[src/rtl/ccff_chain_loader.sv]
// Streams host words LSB-first into a configuration flip-flop chain and
// reassembles the bits that fall off the chain tail into readback words.
module ccff_chain_loader #(
   parameter int CHAIN_LEN = 10,
   parameter int WORD_W    = 8
) (
   input  logic              prog_clock,
   input  logic              prog_reset,
   input  logic              start,
   input  logic [WORD_W-1:0] cfg_data,
   input  logic              cfg_valid,
   output logic              cfg_ready,
   output logic              config_enable,
   output logic              ccff_head,
   input  logic              ccff_tail,
   output logic [WORD_W-1:0] rb_data,
   output logic              rb_valid,
   output logic              busy,
   output logic              done
);

   localparam int NWORDS    = (CHAIN_LEN + WORD_W - 1) / WORD_W;
   localparam int LAST_BITS = CHAIN_LEN - (NWORDS - 1) * WORD_W;
   localparam int CW        = $clog2(WORD_W + 1);
   localparam int NWW       = $clog2(NWORDS + 1);
   localparam int SW        = $clog2(CHAIN_LEN + 1);

   typedef enum logic [1:0] {
      IDLE,
      SHIFT,
      DONE
   } state_e;

   state_e            state_q, state_d;
   logic [WORD_W-1:0] shreg_q, shreg_d;
   logic [CW-1:0]     cnt_q, cnt_d;
   logic [NWW-1:0]    owed_q, owed_d;
   logic [SW-1:0]     shifted_q, shifted_d;
   logic [WORD_W-1:0] rb_acc_q, rb_acc_d;
   logic [CW-1:0]     rb_cnt_q, rb_cnt_d;
   logic [WORD_W-1:0] rb_data_q, rb_data_d;
   logic              rb_valid_q, rb_valid_d;
   logic              en_q, en_d;
   logic              head_q, head_d;

   logic              hs;
   logic              last_shift;
   logic [CW-1:0]     load_bits;
   logic [WORD_W-1:0] load_mask;
   logic [WORD_W-1:0] rb_acc_nxt;

   // A word may land while the final buffered bit is leaving, so loading never bubbles.
   assign cfg_ready  = (state_q == SHIFT) && (owed_q != '0) &&
                       ((cnt_q == '0) || ((cnt_q == CW'(1)) && en_q));
   assign hs         = cfg_valid && cfg_ready;
   assign last_shift = (shifted_q == SW'(CHAIN_LEN - 1));
   assign load_bits  = (owed_q == NWW'(1)) ? CW'(LAST_BITS) : CW'(WORD_W);

   always_comb begin
      load_mask = '0;
      for (int i = 0; i < WORD_W; i++) begin
         load_mask[i] = (i < int'(load_bits));
      end
   end

   always_comb begin
      rb_acc_nxt = rb_acc_q;
      for (int i = 0; i < WORD_W; i++) begin
         if (rb_cnt_q == CW'(i)) rb_acc_nxt[i] = ccff_tail;
      end
   end

   always_comb begin
      state_d    = state_q;
      shreg_d    = shreg_q;
      cnt_d      = cnt_q;
      owed_d     = owed_q;
      shifted_d  = shifted_q;
      rb_acc_d   = rb_acc_q;
      rb_cnt_d   = rb_cnt_q;
      rb_data_d  = rb_data_q;
      rb_valid_d = 1'b0;

      case (state_q)
         IDLE: begin
            if (start) begin
               state_d   = SHIFT;
               shreg_d   = '0;
               cnt_d     = '0;
               owed_d    = NWW'(NWORDS);
               shifted_d = '0;
               rb_acc_d  = '0;
               rb_cnt_d  = '0;
            end
         end
         SHIFT: begin
            if (en_q) begin
               shreg_d   = shreg_q >> 1;
               cnt_d     = cnt_q - CW'(1);
               shifted_d = shifted_q + SW'(1);
               // Flush a readback word when full or when the chain's last bit arrives.
               if ((rb_cnt_q == CW'(WORD_W - 1)) || last_shift) begin
                  rb_data_d  = rb_acc_nxt;
                  rb_valid_d = 1'b1;
                  rb_acc_d   = '0;
                  rb_cnt_d   = '0;
               end else begin
                  rb_acc_d = rb_acc_nxt;
                  rb_cnt_d = rb_cnt_q + CW'(1);
               end
               if (last_shift) state_d = DONE;
            end
            if (hs) begin
               shreg_d = cfg_data & load_mask;
               cnt_d   = load_bits;
               owed_d  = owed_q - NWW'(1);
            end
         end
         DONE:    state_d = IDLE;
         default: state_d = IDLE;
      endcase

      en_d   = (state_d == SHIFT) && (cnt_d != '0);
      head_d = shreg_d[0];
   end

   always_ff @(posedge prog_clock) begin
      if (prog_reset) begin
         state_q    <= IDLE;
         shreg_q    <= '0;
         cnt_q      <= '0;
         owed_q     <= '0;
         shifted_q  <= '0;
         rb_acc_q   <= '0;
         rb_cnt_q   <= '0;
         rb_data_q  <= '0;
         rb_valid_q <= 1'b0;
         en_q       <= 1'b0;
         head_q     <= 1'b0;
      end else begin
         state_q    <= state_d;
         shreg_q    <= shreg_d;
         cnt_q      <= cnt_d;
         owed_q     <= owed_d;
         shifted_q  <= shifted_d;
         rb_acc_q   <= rb_acc_d;
         rb_cnt_q   <= rb_cnt_d;
         rb_data_q  <= rb_data_d;
         rb_valid_q <= rb_valid_d;
         en_q       <= en_d;
         head_q     <= head_d;
      end
   end

   assign config_enable = en_q;
   assign ccff_head     = head_q;
   assign rb_data       = rb_data_q;
   assign rb_valid      = rb_valid_q;
   assign busy          = (state_q != IDLE);
   assign done          = (state_q == DONE);

endmodule

[config.mk]
export PLATFORM = sky130hd
export DESIGN_NAME = ccff_chain_loader
export DESIGN_NICKNAME = d
export VERILOG_FILES = /design/src/rtl/ccff_chain_loader.sv
export SDC_FILE = /design/constraint.sdc
export NUM_CORES = 1
export LEC_CHECK = 0
export CAP_MARGIN = 20
export CORE_MARGIN = 2
export CORE_UTILIZATION = 45
export CTS_CLUSTER_SIZE = 8
export DETAILED_ROUTE_END_ITERATION = 10
export PLACE_DENSITY = 0.72
export SYNTH_ARGS = -nofsm -noshare
export SYNTH_HDL_FRONTEND = slang
export SYNTH_SLANG_ARGS = --single-unit
[constraint.sdc]
create_clock -name prog_clock -period 2.5 [get_ports prog_clock]
set_clock_uncertainty 0.05 [all_clocks]
set_input_delay 0.375 -clock prog_clock [delete_from_list [all_inputs] [get_ports prog_clock]]
set_output_delay 0.375 -clock prog_clock [all_outputs]
set_load 0.005 [all_outputs]
# After elaboration in Yosys (flattened, before gate mapping)
# Cells that the tools add are included.
totals:
  register_bits: 42
  input_bits: 13
  out_inout_bits: 14
  word_cells: 96
classes:
  add_sub_neg: 4
  n_lt_le_gt_ge: 8
  n_eq_ne: 17
  muxes: 34
  n_bitwise: 3
  reduce_logical: 19
ops:
  columns: ["cell", "count"]
  rows:
  - ["8-bit two-way mux", 5]
  - ["4-bit two-way mux", 8]
  - ["8-bit case mux with 2 select lines", 2]
  - ["4-bit case mux with 2 select lines", 3]
  - ["4-bit by 3-bit equality test with 1-bit output, second input constant", 4]
  - ["3-bit by 4-bit < comparator with 1-bit output, first input constant", 4]
  - ["3-bit AND reduction", 4]
  - ["2-bit two-way mux", 5]
  - ["1-bit two-way mux", 9]
  - ["4-bit by 1-bit adder with 4-bit output, second input constant", 2]
  - ["8-bit AND", 1]
  - ["4-bit by 1-bit equality test with 1-bit output, second input constant", 2]
  - ["4-bit by 2-bit equality test with 1-bit output, second input constant", 2]
  - ["4-bit zero test", 2]
  - ["1-bit by 4-bit < comparator with 1-bit output, first input constant", 2]
  - ["2-bit by 4-bit < comparator with 1-bit output, first input constant", 2]
  - ["2-bit case mux with 2 select lines", 2]
  - ["2-bit by 1-bit equality test with 1-bit output, second input constant", 3]
  - ["2-bit != test, second input constant", 3]
  - ["2-bit nonzero test", 3]
  - ["1-bit logical AND", 5]
  - ["4-bit equality test, second input constant", 1]
  - ["4-bit nonzero test", 1]
  - ["4-bit by 1-bit subtractor with 4-bit output, second input constant", 1]
  - ["7 further kinds", 9]

# Logic depth before layout (Yosys ltp)
# Gate-level depths: netlist (run 1).
depth:
  word_depth: 9
  ltp_mapped: 8
  ltp_nobuf: 7

# Least setup slack after synthesis (run 1)
# No wires, ideal clock.
synth_path:
  path_kind: "flip-flop to flip-flop"
  startpoint: "register owed_q[0]"
  endpoint: "register en_q, in the netlist config_enable"
  setup_ps: 74
  arrival_time_ps: 1743
  t_required_ps: 2376
  path_slack_ps: 633
  stages_incl_launch_ff: 7
  path_buffers: 0
  synth_period_minus_slack_ps: 1867
  cell_sequence: "dfxtp_1 > inv_1 > ha_1 > nor4b_1 > mux2_2 > o31a_1 > a31oi_1"
synth_via:
  elab_chain_len: 8
  word_cells_on_any_way: 10
  cone_classes: "1 x eq/ne; 3 x mux; 6 x reduce/logical"
synth_rtl:
  columns: ["element", "line", "text"]
  rows:
  - ["from (decl)", "37", "logic [NWW-1:0] owed_q, owed_d;"]
  - ["from (signal assigned)", "144", "owed_q <= owed_d;"]
  - ["2-bit nonzero test", "53", "assign cfg_ready = (state_q == SHIFT) && (owed_q != '0) &&"]
  - ["1-bit logical AND (2 in series)", "53", null]
  - ["1-bit logical AND", "55", "assign hs = cfg_valid && cfg_ready;"]
  - ["4-bit two-way mux *", "113", "if (hs) begin"]
  - ["4-bit case mux with 2 select lines *", "84", "case (state_q)"]
  - ["4-bit nonzero test *", "123", "en_d = (state_d == SHIFT) && (cnt_d != '0);"]
  - ["1-bit logical AND *", "123", null]
  - ["to (signal assigned)", "150", "en_q <= en_d;"]
  - ["to (decl)", "43", "logic en_q, en_d;"]
# Every way passes the cells marked *; elsewhere a longest branch is shown, timed or not.
# A chain may end at the register's enable or synchronous reset.

# Worst setup path after layout (run 1)
layout_path:
  startpoint: "register en_q, in the netlist config_enable"
  endpoint: "output cfg_ready"
layout_via:
  elab_chain_len: 3
layout_rtl:
  columns: ["element", "line", "text"]
  rows:
  - ["1-bit logical AND", "54", "((cnt_q == '0) || ((cnt_q == CW'(1)) && en_q));"]
  - ["1-bit logical OR", "54", null]
  - ["1-bit logical AND", "53", null]
  - ["to (decl)", "12", "output logic cfg_ready,"]
# No other way between the ends.

==> results.toml, run 1 <==
[logic_synthesis]
syn_inst = 251
yosysTopAreaCell = "dfxtp_1"
seq_area_frac_synth_pct = 38.1
synth-seq-cells = 42
synth-main-ff-cell = "dfxtp_1"
ys_warn_count = 0
yosysUniqueCellTypes = 50
synthArstFlopShare_pct = 0
synth_fp_nets = 275
synth_area_um2 = 2210
synth.area.mux_share_pct = 5.16
yosys.area_share.simple_pct = 23.9
synth_top_area_share_pct = 38.1
synthXorXnorAreaFrac_pct = 0.793
synth_compound_area_share_pct = 20.2
synth_top_family_by_area = "simple AND/OR/NAND/NOR gates"
synth_area_leaders = "dfxtp_1 (38%), ha_1 (6.2%), nor2_1 (5.4%)"
synthAdderAreaFrac_pct = 6.23
avgSynthCellArea_um2 = 8.80
synth_edf_count = 0

[global_route]
track_usage_pct = 18.4
grt_max_degree = 24
overflow = 0
grt_pass1_wl_um = 7860
first_global_vias = 1759
antenna_found_initial = 0

[floorplanning]
start_util_pct = 46.8
core_um2 = 4720
die_area_um2 = 5480
die_x_um = 74.1
ios = 27
row_count = 25
die_h_um = 74.1

[sta]
fin_crit_ps = 2380
fmax_ghz = 0.421
rsz0062_at_grt = "no"
slew_headroom_pct = 69.9
slew_violations = 0
finalHoldViolCount = 0
setup_tns_ps = 0
min_period_over_period_pct = 95.1
finalSetupViolCount = 0
tightest_slew_ps = 452
whs_ps = 405

[clock_network]
clkLatencyLatePin_ps = 310
cts-root-buf = "clkbuf_8"
cts_tree = "done"
clkTransAtPathRegs_ps = 80
cts_max_level = 2
clockBufferDepth = 2
clock-sinks = 42
postCtsSetupBuffers = 0
cts_hold_buf = 0
cts_buffers = 5

[setup_path]
r2r-start = "config_enable$_SDFF_PP0_"
crit_path_end_kind = "output port"
cp_data_arrival_time_ps = 1950
crit_type = "flop to output port"
r2r_setup_slack_ps = 520
cp-start-kind = "flop"
timing.rr.end = "config_enable$_SDFF_PP0_"
r2r_cells = 5
required_ps = 2080
cp_max_fo = 11

[hold_path]
hold_end = "shreg_q[1]$_SDFFE_PP0P_"
holdPathStages = 2
hold_class = "flop to flop"
worstHoldStart = "shreg_q[1]$_SDFFE_PP0P_"

[routing]
vias = 1838
drc = 0
totalWireLength_um = 4400
drtAntennaViolNets = 0
wl_per_cell_um = 12.9
via_per_inst = 5.37
dr.pass1.iters = 4
drtIter0Drc = 107

[layout]
final_common_cell = "dfxtp_1"
mostFrequentLayoutCells = "dfxtp_1 (41), nor2_1 (32), nand2_1 (26), clkdlybuf4s50_1 (26), a21oi_1 (12)"
multi_input_area_um2 = 1240
n_antenna_cell = 0
final_core_util_pct = 55.9
synthToLayoutAreaGrowth_pct = 19.5
n_fill_cell = 441
layout.nets = 298
drive_above_1_share_pct = 11.6
seqCellArea_um2 = 842

[job]
timing.max_cap.violations = 0

[power_and_ir_drop]
cellPowerDensity_nw_per_um2 = 565
leakage_nw = 0.965
ir_worst_vdd_mv = 0.345
p_total_w = 0.00149

[status]
outcome = "completed"

[place]
numPortBuffers = 26
globalplace.congestion = 0.798
hpwlAfterDp_um = 3060
## sequential cells by signal (all words and copies together), names as in the netlist
name,flops
rb_cnt_q,4
rb_valid,1
owed_q,2
rb_data,8
shreg_q,8
cnt_q,4
config_enable,1
state_q,2
shifted_q,4
rb_acc_q,8
## cells in the mapped netlist (2+ instances only)
cell / count
xor2_1: 2
nand3b_1: 7
a21oi_2: 6
a21oi_1: 12
a31oi_1: 2
nor2b_1: 5
ha_1: 11
nand3_1: 5
clkbuf_1: 7
o21ai_0: 6
nor4b_1: 2
nor3_1: 5
buf_4: 4
nand2_1: 26
mux2i_1: 8
a211oi_1: 8
nand2b_1: 4
dfxtp_1: 42
or3_1: 4
a22oi_1: 2
nand4b_1: 2
nand4_1: 2
a21o_1: 2
a2bb2oi_1: 7
nor2_1: 32
mux2_1: 2
a211o_1: 5
inv_1: 9
## kinds of logic after synthesis
family | count (synthesis)
XOR/XNOR | 2
adder cells (fa/ha/maj) | 11
buffers and inverters | 24
AO/OA/AOI/OAI | 59
multiplexers | 11
AND/OR/NAND/NOR | 102
flip-flops | 42
## cell type report
type	instances	share of cell area, %
Clock buffer	5	2.61
Clock inverter	3	2.61
Inverter	9	1.28
Multi-Input combinational cell	185	47.2
Sequential cell	42	31.9
Tap cell	67	3.18
Timing Repair Buffer	31	11.3
## worst max-delay path, stage by stage, from the launching register on
cell and delay [ps]:
dfxtp_1 530, a21oi_1 150, or3_1 310, nor3_1 130, clkdlybuf4s50_1 520
## power breakdown
part	leakage (nW)	switching, W	internal (W)
Combinational	0.557	0.0000869	0.0000732
Clock	0.0683	0.000242	0.000400
Sequential	0.340	0.0000116	0.000678
## metal layers
| metal | track usage [%] | up-vias | wire (um) |
|---|---|---|---|
| li1 | - | 927 | - |
| met1 | 22.2 | 864 | 2010 |
| met2 | 31.6 | 41 | 2110 |
| met3 | 5.28 | 6 | 223 |
| met4 | 6.06 | 0 | 53 |
| met5 | 0 | - | 0 |
## stage by stage
| stage | cells | setup slack, ps | area, um^2 |
|---|---|---|---|
| 2_1_floorplan | 251 | 633 | 2210 |
| 3_3_place_gp | 334 | 407 | 2500 |
| 3_5_place_dp | 334 | 369 | 2500 |
| 4_1_cts | 342 | 76.3 | 2640 |
| 5_1_grt | 342 | 20.8 | 2640 |
| 6_report | 342 | 122 | 2640 |
## worst max path at each step
stage,from,endpoint,slack [ps],cells after the start
floorplan,owed_q[0]$_SDFFE_PP0P_,config_enable$_SDFF_PP0_,630,6
global placement,cfg_valid,config_enable$_SDFF_PP0_,410,5
detailed placement,cfg_valid,config_enable$_SDFF_PP0_,370,5
CTS,owed_q[0]$_SDFFE_PP0P_,cfg_ready,80,5
global route,config_enable$_SDFF_PP0_,cfg_ready,20,4
finish,config_enable$_SDFF_PP0_,cfg_ready,120,4
## repair_timing
action / 4_1_cts / 5_1_grt
hold endpoints to repair: 0 / 0
gates resized for setup: 0 / 3
setup endpoints to repair: 0 / 1
(Power assumes the default switching activity.)
==> run 2: changes to the inputs <==
--- a/config.mk
+++ b/config.mk
@@ -11,6 +11,7 @@
 export CTS_CLUSTER_SIZE = 8
 export DETAILED_ROUTE_END_ITERATION = 10
 export PLACE_DENSITY = 0.72
+export SKIP_CTS_REPAIR_TIMING = 1
 export SYNTH_ARGS = -nofsm -noshare
 export SYNTH_HDL_FRONTEND = slang
 export SYNTH_SLANG_ARGS = --single-unit
==> results of run 2 <==
Final layout, timing and power as in run 1 (identical DEF).
